<file path="src/rtl/bus_source_arbiter_pkg.sv">
// Bus source arbiter shared types.
// State encoding and default sizing.
package bus_source_arbiter_pkg;

  localparam int NUM_SRC_DEF   = 32;
  localparam int ERR_CNT_W_DEF = 8;

  localparam logic MODE_FIXED = 1'b0;
  localparam logic MODE_RR    = 1'b1;

  typedef enum logic [1:0] {
    IDLE,
    GRANT,
    HELD
  } state_t;

endpackage

</file>
<file path="src/rtl/bus_source_arbiter_if.sv">
// Bus source arbiter handshake bundle.
// Control unit is master, arbiter is slave.
interface bus_source_arbiter_if
  import bus_source_arbiter_pkg::*;
#(
  parameter int NUM_SRC   = NUM_SRC_DEF,
  parameter int SEL_W     = $clog2(NUM_SRC),
  parameter int ERR_CNT_W = ERR_CNT_W_DEF
) ();

  logic [NUM_SRC-1:0]   src_req;
  logic                 mode;
  logic                 hold;
  logic                 err_clr;
  logic [SEL_W-1:0]     select_out;
  logic                 select_valid;
  logic                 conflict;
  logic                 err_sticky;
  logic [ERR_CNT_W-1:0] err_count;

  modport master (
    output src_req, mode, hold, err_clr,
    input  select_out, select_valid,
    input  conflict, err_sticky, err_count
  );

  modport slave (
    input  src_req, mode, hold, err_clr,
    output select_out, select_valid,
    output conflict, err_sticky, err_count
  );

endinterface

</file>
<file path="src/rtl/bus_source_arbiter_prio_pick.sv">
// Winner search: highest set bit (fixed)
// or first set bit at/after start (round-robin).
module prio_pick
  import bus_source_arbiter_pkg::*;
#(
  parameter int NUM_SRC = NUM_SRC_DEF,
  parameter int SEL_W   = $clog2(NUM_SRC)
) (
  input  logic [NUM_SRC-1:0] req,
  input  logic [SEL_W-1:0]   start,
  input  logic               mode,
  output logic [SEL_W-1:0]   idx,
  output logic               found
);

  logic [2*NUM_SRC-1:0] rot;
  logic [SEL_W:0]       sum;

  assign rot = {req, req} >> start;

  // scan; the last hit in loop order wins
  always_comb begin
    idx   = '0;
    found = 1'b0;
    sum   = '0;
    if (mode == MODE_FIXED) begin
      for (int i = 0; i < NUM_SRC; i++) begin
        if (req[i]) begin
          idx   = SEL_W'(i);
          found = 1'b1;
        end
      end
    end else begin
      for (int i = NUM_SRC - 1; i >= 0; i--) begin
        if (rot[i]) begin
          sum = {1'b0, start} + (SEL_W+1)'(i);
          if (sum >= (SEL_W+1)'(NUM_SRC))
            sum = sum - (SEL_W+1)'(NUM_SRC);
          idx   = sum[SEL_W-1:0];
          found = 1'b1;
        end
      end
    end
  end

endmodule

</file>
<file path="src/rtl/bus_source_arbiter.sv">
// Bus source arbiter: fixed/round-robin grant
// with hold, plus multi-driver conflict status.
module bus_source_arbiter
  import bus_source_arbiter_pkg::*;
#(
  parameter int NUM_SRC   = NUM_SRC_DEF,
  parameter int SEL_W     = $clog2(NUM_SRC),
  parameter int ERR_CNT_W = ERR_CNT_W_DEF
) (
  input logic                 clock,
  input logic                 clear_n,
  bus_source_arbiter_if.slave bus
);

  state_t               state, state_nx;
  logic [SEL_W-1:0]     sel_q, sel_nx;
  logic [SEL_W-1:0]     last_grant, lg_nx;
  logic [SEL_W-1:0]     start, pick_idx;
  logic                 valid_q, valid_nx;
  logic                 pick_found;
  logic                 any_req, own_req, multi;
  logic                 arb, go_idle;
  logic                 conf_q, sticky_q;
  logic [ERR_CNT_W-1:0] cnt_q;

  assign any_req = |bus.src_req;
  assign own_req = bus.src_req[sel_q];
  assign multi   = (bus.src_req &
                   (bus.src_req - NUM_SRC'(1))) != '0;

  assign start = (last_grant == SEL_W'(NUM_SRC - 1))
               ? '0 : last_grant + SEL_W'(1);

  prio_pick #(
    .NUM_SRC (NUM_SRC),
    .SEL_W   (SEL_W)
  ) u_pick (
    .req   (bus.src_req),
    .start (start),
    .mode  (bus.mode),
    .idx   (pick_idx),
    .found (pick_found)
  );

  // next state, grant and last-grant selection
  always_comb begin
    state_nx = state;
    sel_nx   = sel_q;
    valid_nx = valid_q;
    lg_nx    = last_grant;
    arb      = 1'b0;
    go_idle  = 1'b0;
    unique case (state)
      IDLE: arb = any_req;
      GRANT: begin
        if (!any_req)
          go_idle = 1'b1;
        else if (bus.hold && own_req)
          state_nx = HELD;
        else
          arb = 1'b1;
      end
      HELD: begin
        if (!own_req)
          go_idle = 1'b1;
        else if (!bus.hold)
          arb = 1'b1;
      end
      default: go_idle = 1'b1;
    endcase
    if (go_idle) begin
      state_nx = IDLE;
      sel_nx   = '0;
      valid_nx = 1'b0;
    end
    if (arb && pick_found) begin
      state_nx = GRANT;
      sel_nx   = pick_idx;
      valid_nx = 1'b1;
      lg_nx    = pick_idx;
    end
  end

  // grant state registers
  always_ff @(posedge clock or negedge clear_n) begin
    if (!clear_n) begin
      state      <= IDLE;
      sel_q      <= '0;
      valid_q    <= 1'b0;
      last_grant <= SEL_W'(NUM_SRC - 1);
    end else begin
      state      <= state_nx;
      sel_q      <= sel_nx;
      valid_q    <= valid_nx;
      last_grant <= lg_nx;
    end
  end

  // conflict pulse and error status; clear wins
  always_ff @(posedge clock or negedge clear_n) begin
    if (!clear_n) begin
      conf_q   <= 1'b0;
      sticky_q <= 1'b0;
      cnt_q    <= '0;
    end else begin
      conf_q <= multi;
      if (bus.err_clr) begin
        sticky_q <= 1'b0;
        cnt_q    <= '0;
      end else if (multi) begin
        sticky_q <= 1'b1;
        if (cnt_q != '1)
          cnt_q <= cnt_q + ERR_CNT_W'(1);
      end
    end
  end

  assign bus.select_out   = sel_q;
  assign bus.select_valid = valid_q;
  assign bus.conflict     = conf_q;
  assign bus.err_sticky   = sticky_q;
  assign bus.err_count    = cnt_q;

endmodule

</file>
<file path="src/flat_wrapper.sv">
// flat-port wrapper written by rule: the top's interface ports become plain ports
module bus_source_arbiter_flat import bus_source_arbiter_pkg::*;
#(
  parameter int NUM_SRC   = NUM_SRC_DEF,
  parameter int SEL_W     = $clog2(NUM_SRC),
  parameter int ERR_CNT_W = ERR_CNT_W_DEF
)
  (clock, clear_n, bus_src_req, bus_mode, bus_hold, bus_err_clr, bus_select_out, bus_select_valid, bus_conflict, bus_err_sticky, bus_err_count);
  bus_source_arbiter_if #(.NUM_SRC(NUM_SRC), .SEL_W(SEL_W), .ERR_CNT_W(ERR_CNT_W)) bus_i ();
  input logic clock;
  input logic clear_n;
  input wire logic [$bits(bus_i.src_req)-1:0] bus_src_req;
  input wire logic [$bits(bus_i.mode)-1:0] bus_mode;
  input wire logic [$bits(bus_i.hold)-1:0] bus_hold;
  input wire logic [$bits(bus_i.err_clr)-1:0] bus_err_clr;
  output wire logic [$bits(bus_i.select_out)-1:0] bus_select_out;
  output wire logic [$bits(bus_i.select_valid)-1:0] bus_select_valid;
  output wire logic [$bits(bus_i.conflict)-1:0] bus_conflict;
  output wire logic [$bits(bus_i.err_sticky)-1:0] bus_err_sticky;
  output wire logic [$bits(bus_i.err_count)-1:0] bus_err_count;
  assign bus_i.src_req = bus_src_req;
  assign bus_i.mode = bus_mode;
  assign bus_i.hold = bus_hold;
  assign bus_i.err_clr = bus_err_clr;
  assign bus_select_out = bus_i.select_out;
  assign bus_select_valid = bus_i.select_valid;
  assign bus_conflict = bus_i.conflict;
  assign bus_err_sticky = bus_i.err_sticky;
  assign bus_err_count = bus_i.err_count;
  bus_source_arbiter #(.NUM_SRC(NUM_SRC), .SEL_W(SEL_W), .ERR_CNT_W(ERR_CNT_W)) u_core (.clock(clock), .clear_n(clear_n), .bus(bus_i));
endmodule
</file>
<file path="config.mk">
export PLATFORM = sky130hd
export DESIGN_NAME = bus_source_arbiter_flat
export DESIGN_NICKNAME = d
export VERILOG_FILES = /design/src/rtl/bus_source_arbiter_pkg.sv /design/src/rtl/bus_source_arbiter_if.sv /design/src/rtl/bus_source_arbiter_prio_pick.sv /design/src/rtl/bus_source_arbiter.sv /design/src/flat_wrapper.sv
export SDC_FILE = /design/constraint.sdc
export NUM_CORES = 1
export LEC_CHECK = 0
export BUFFER_PORTS_ARGS = -buffer_cell sky130_fd_sc_hd__buf_2
export CAP_MARGIN = 40
export CELL_PAD_IN_SITES_DETAIL_PLACEMENT = 1
export CELL_PAD_IN_SITES_GLOBAL_PLACEMENT = 1
export CORE_AREA = 2 2 173 175
export CTS_CLUSTER_DIAMETER = 50
export DETAILED_ROUTE_END_ITERATION = 10
export DIE_AREA = 0 0 175 177
export HOLD_SLACK_MARGIN = 0.06
export MAX_ROUTING_LAYER = met4
export PLACE_DENSITY = 0.67
export SLEW_MARGIN = 15
export SYNTH_ARGS = -nofsm -noshare
export SYNTH_HDL_FRONTEND = slang
export SYNTH_SLANG_ARGS = --single-unit
</file>
<file path="constraint.sdc">
create_clock -name clock -period 14.4 [get_ports clock]
set_input_delay 1.44 -clock clock [delete_from_list [all_inputs] [get_ports clock]]
set_output_delay 1.44 -clock clock [all_outputs]
set_load 0.1 [all_outputs]
</file>
# Word level (Yosys, flattened, before mapping)
# Cells that the tools add are included.
# W data, S select, Z words.
[totals] mem_bits_rw=0 latchBits=0 elab_cells=311 n_memories=0 mem_bits_ro=0 ff_bits=23
[op_classes] n_bitwise=1 shifts=1 n_lt_le_gt_ge=33 eq_ne=4 n_mul=0 n_mux=186 addsub=66 reduce_logical=13 div=0
[ops] operator="$mux W5" count=98
[ops] operator="$ge A6 B6 Y1 const B" count=31
[ops] operator="$sub A5 B1 Y5 const B" count=32
[ops] operator="$add A5 B5 Y6 const B" count=16
[ops] operator="$mux W1" count=77
[ops] operator="$shr A64 B5 Y32" count=1
[ops] operator="$add A5 B4 Y6 const B" count=8
[ops] operator="$and A32 B32 Y32" count=1
[ops] operator="$reduce_bool A32 Y1" count=1
[ops] operator="$reduce_or A32 Y1" count=1
[ops] operator="$sub A32 B1 Y32 const B" count=1
[ops] operator="$add A5 B3 Y6 const B" count=4
[ops] operator="$mux W8" count=3
[ops] operator="$add A5 B2 Y6 const B" count=2
[ops] operator="$mux W2" count=5
[ops] operator="$reduce_bool A3 Y1" count=3
[ops] operator="$add A8 B1 Y8 const B" count=1
[ops] operator="$ne A8 B8 Y1 const B" count=1
[ops] operator="$add A5 B1 Y6 const B" count=1
[ops] operator="$ge A5 B6 Y1 const B" count=1
[ops] operator="$lt A5 B6 Y1 const B" count=1
[ops] operator="$pmux W1 S3" count=2
[ops] operator="$reduce_bool A2 Y1" count=3
[ops] operator="$add A5 B1 Y5 const B" count=1
[ops] operator="other kinds (8)" count=9

# Logic depth before layout (Yosys ltp)
[logic_depth] word_depth=39 depth_mapped=23

# Cells and area by module
# From an unflattened synthesis, not the netlist that was laid out.
[hier_totals] hier_cells=899 area_unflattened_um2=7591.0
[modules_own_cells] module="prio_pick" area_per_inst_um2=5819.3 n_inst=1 cells_per_inst=720
[modules_own_cells] module="bus_source_arbiter" area_per_inst_um2=1771.7 n_inst=1 cells_per_inst=179

# Worst setup path after synthesis
# OpenSTA, ideal clock, no wires.
[synth_timing] kind="reg-to-reg" from="register u_core.last_grant[0]" to="register u_core.sel_q[2] (netlist: u_core.bus.select_out[2])" path_slack_ps=9673 stages_incl_launch_ff=22 t_required_ps=14279 arrival_time_ps=4607 path_buffers=6 period_less_slack_ps=4727 cell_sequence="dfstp_2 -> ha_1 -> and3_1 -> ha_1 -> buf_4 -> nor2b_1 -> buf_2 -> inv_2 -> buf_4 -> buf_4 -> clkbuf_1 -> ha_1 -> buf_1 -> inv_1 -> xnor2_1 -> o21ai_0 -> mux4_2 -> o221a_2 -> o31a_1 -> o21ai_0 -> a31o_1 -> nand2_1"
[synth_via] elab_chain_len=39
[synth_rtl] element="start: declaration" line_no="bus_source_arbiter.sv:17" rtl="logic [SEL_W-1:0] last_grant, lg_nx;"
[synth_rtl] element="start signal: assignment" line_no="bus_source_arbiter.sv:90" rtl="last_grant <= SEL_W'(NUM_SRC - 1);"
[synth_rtl] element="start signal: assignment" line_no="bus_source_arbiter.sv:95" rtl="last_grant <= lg_nx;"
[synth_rtl] element="$add A5 B1 Y5 / $eq A5 B5 Y1 (equally long branches)" line_no="bus_source_arbiter.sv:32, bus_source_arbiter.sv:31"
[synth_rtl] element="$mux W5 *" line_no="bus_source_arbiter.sv:32" rtl="? '0 : last_grant + SEL_W'(1);"
[synth_rtl] element="$add A5 B5 Y6" line_no="bus_source_arbiter_prio_pick.sv:36" rtl="sum = {1'b0, start} + (SEL_W+1)'(i);"
[synth_rtl] element="$sub A5 B1 Y5 / $ge A6 B6 Y1 (equally long branches)" line_no="bus_source_arbiter_prio_pick.sv:38, bus_source_arbiter_prio_pick.sv:37"
[synth_rtl] element="$mux W5" line_no="bus_source_arbiter_prio_pick.sv:37" rtl="if (sum >= (SEL_W+1)'(NUM_SRC))"
[synth_rtl] element="$mux W5 (32 in series)" line_no="bus_source_arbiter_prio_pick.sv:35" rtl="if (rot[i]) begin"
[synth_rtl] element="$mux W5" line_no="bus_source_arbiter_prio_pick.sv:26" rtl="if (mode == MODE_FIXED) begin"
[synth_rtl] element="$mux W5" line_no="bus_source_arbiter.sv:76" rtl="if (arb && pick_found) begin"
[synth_rtl] element="end signal: assignment" line_no="bus_source_arbiter.sv:93" rtl="sel_q <= sel_nx;"
[synth_rtl] element="end: declaration" line_no="bus_source_arbiter.sv:16" rtl="logic [SEL_W-1:0] sel_q, sel_nx;"
# Every way passes the cells marked *; elsewhere a longest branch is shown, timed or not.
# A chain may end at the register's enable or synchronous reset.

# Worst setup path after layout
[layout_timing] from="register u_core.last_grant[0]" to="register u_core.sel_q[1] (netlist: u_core.bus.select_out[1])"
# The elaborated chain is that of the path after synthesis.

==> impl_metrics.py <==
metrics = {
    "logic_synthesis": {
        "synth-async-reset-ratio_pct": 100,
        "synth.yosys.seq_area_share_pct": 6.78,
        "post_synth_num_cell_types": 97,
        "synth_seq_cells": 23,
        "synth_top_cells_by_area": "mux4_2 16%, mux2i_1 5.6%, dfrtp_1 5.2%",
        "synth_warnings": 0,
        "synth_top_cell_by_area": "mux4_2",
        "synth_top_area_share_pct": 15.7,
        "synth-edff-count": 0,
        "net_count_of_the_mapped_netlist": 1156,
        "synth_area_mm2": 0.00858,
        "post_synthesis_average_cell_area_um2": 7.76,
        "synthesis.instances": 1106,
        "synthFlopType": "dfrtp_1",
    },
    "layout": {
        "fin_util_pct": 31.2,
        "commonest_non_fill_non_tap_cells_in_the_layout": "87 x nor2_1, 85 x nand2_1, 77 x a21oi_1",
        "layout-drive-gt1-share_pct": 17.9,
        "multi_input_area_mm2": 0.00737,
        "finalNetCount": 1133,
        "area_used_by_sequential_logic_in_the_layout_um2": 582,
        "mostFrequentLayoutCell": "nor2_1",
        "areaGrowthSynthToFinish_pct": 6.24,
        "final_cells": 1472,
        "diodes_inserted": 0,
        "num-fill-cells": 3532,
    },
    "sta": {
        "worst-slew-pin-transition_ns": 1.19,
        "final_critical_path_setup_slack_ns": 7.35,
        "setup_tns_ns": 0,
        "report.final.slew_viol_count": 0,
        "timing.final.hold_violations": 0,
        "post-route-min-period_ns": 7.05,
        "fmax_mhz": 142,
        "timing.final.crit_share_pct": 48.9,
        "slew_headroom_pct": 20.5,
        "finalSetupViolCount": 0,
        "worst_clock_skew_ns": 0.00124,
        "grt_setup_unrepaired": "false",
    },
    "placed_design": {
        "globalplace.congestion": 0.977,
        "place_inst": 1466,
        "hpwlAfterDp_um": 30900,
        "preCtsSetupSlack_ns": 7.52,
        "place.port_buffers": 52,
    },
    "clocking": {
        "tritoncts": "built",
        "cts_sinks": 23,
        "cts-hold-fix-buffers": 0,
        "clock_latency_ns": 0.25,
        "cts-root-to-sink-buffers": 2,
        "path_clk_slew_ns": 0.06,
        "clockRootBuffer": "clkbuf_16",
        "cts_made_buffers": 3,
        "post_cts_resize_count": 0,
        "cts.htree.levels": 1,
        "cts_post_setup_buffers_inserted": 0,
    },
    "floorplan": {
        "die-width_um": 175,
        "die_footprint_mm2": 0.0310,
        "floorplan.core_area_mm2": 0.0292,
        "boundaryPins": 53,
        "start_util_pct": 29.4,
        "die_h_um": 177,
        "num_rows": 63,
    },
    "critical_path": {
        "critical_path_capture_point_type": "flip-flop",
        "critPathKind": "flip-flop to flip-flop",
        "timing.critical_path.fanout_max": 54,
        "crit_required_ns": 14.59,
        "worst_reg2reg_path_length_in_cells": 17,
        "startpoint_type_of_the_worst_setup_path": "flip-flop",
        "arrival_ns": 7.24,
        "reg2reg_slack_ns": 7.35,
    },
    "global_routing": {
        "vias_in_the_first_global_route": 9881,
        "antenna_violations_before_repair": 0,
        "grt.overflow.total": 0,
        "global_route_wire_length_before_repair_um": 63500,
        "grt_util_all_layers_pct": 27.0,
        "grt_start_max_net_pins": 65,
    },
    "route": {
        "routed_wire_length_per_instance_um": 28.1,
        "wirelength_um": 41400,
        "dr_total_vias": 10200,
        "via_count_normalized_by_instance_count": 6.93,
        "drc": 0,
        "first_iteration_detailed_routing_drc_count": 1278,
        "drt-pass1-iter-count": 5,
        "postRouteAntennaNets": 0,
    },
    "outcome": {
        "result_of_the_run": "finished, final reports clean",
    },
    "hold_path": {
        "hold_path.class": "flip-flop to flip-flop",
        "holdPathStages": 2,
    },
    "flow_run": {
        "max_cap_violations": 0,
    },
}
==> metrics by stage <==
| step | hold WS, ns | cell area [µm²] |
|---|---|---|
| finish | 0.497 | 9120 |
| global route | 0.535 | 9120 |
| CTS | 0.499 | 9100 |
| detailed placement | 0.481 | 9020 |
| global placement | 0.455 | 8970 |
| floorplan | 0.502 | 8580 |
==> cell usage after synthesis, drive strengths merged, types with 29 or more instances <==
cell type   n
inv        31
a2111oi    29
nand2      86
nand3      38
mux2i      49
buf        45
clkbuf     62
a211oi     30
mux4       63
a21oi      78
o21ai      70
nor2       87
==> routing by layer <==
metal	part of all wire [%]	track usage [%]	up-vias
met2	45	42.2	592
met3	8.9	3.26	121
met1	42	36.3	5097
met5	0	-	-
met4	3.9	9.03	0
li1	-	-	4387
==> cell families (layout without fill, tap and decap cells) <==
family	after synthesis	count (layout)	synth area share [%]
adder cells (fa/ha/maj)	16	16	2.24
AO/OA/AOI/OAI	418	418	34.5
AND/OR/NAND/NOR	355	355	21.3
flip-flops	23	23	6.78
XOR/XNOR	22	22	2.33
multiplexers	133	133	25.3
buffers and inverters	139	115	7.58
==> worst max-delay path, cell delays in order, from the launching register on <==
cell and delay, ns:
dfstp_2 0.52, buf_4 0.39, ha_1 0.32, and3_1 0.23, ha_4 0.49, or2_2 0.20
buf_4 0.51, inv_6 0.30, mux2i_1 0.38, mux4_2 0.58, mux2i_1 0.75, mux2_2 0.38
nor3_1 0.10, o31a_1 0.38, a211oi_2 0.48, a41oi_1 0.15, nor3_1 0.57, a21o_1 0.14
==> layout make-up <==
cell class	count	area share, %
clock buffer	4	0.864
inverter	32	1.37
multi-input combinational	944	80.9
sequential	23	6.38
tap	390	5.35
timing repair buffer	79	5.16
==> flip-flops by register name (all words and copies together) (netlist names) <==
signal / count
u_core.state: 2
u_core.bus.select_valid: 1
u_core.bus.err_count: 8
u_core.bus.select_out: 5
u_core.bus.err_sticky: 1
u_core.bus.conflict: 1
u_core.last_grant: 5
==> path summary, 6_finish.rpt <==
check                                            to               startpoint
max reg2reg                u_core.bus.select_out[1]     u_core.last_grant[0]
max                        u_core.bus.select_out[1]     u_core.last_grant[0]
min in group asynchronous   u_core.bus.err_count[0]                  clear_n
min                         u_core.bus.select_valid  u_core.bus.select_valid
max in group asynchronous      u_core.last_grant[2]                  clear_n
min reg2reg                 u_core.bus.select_valid  u_core.bus.select_valid
Power is not shown: default switching activity piles up to over one toggle a cycle in this logic, so the estimate is an artifact.
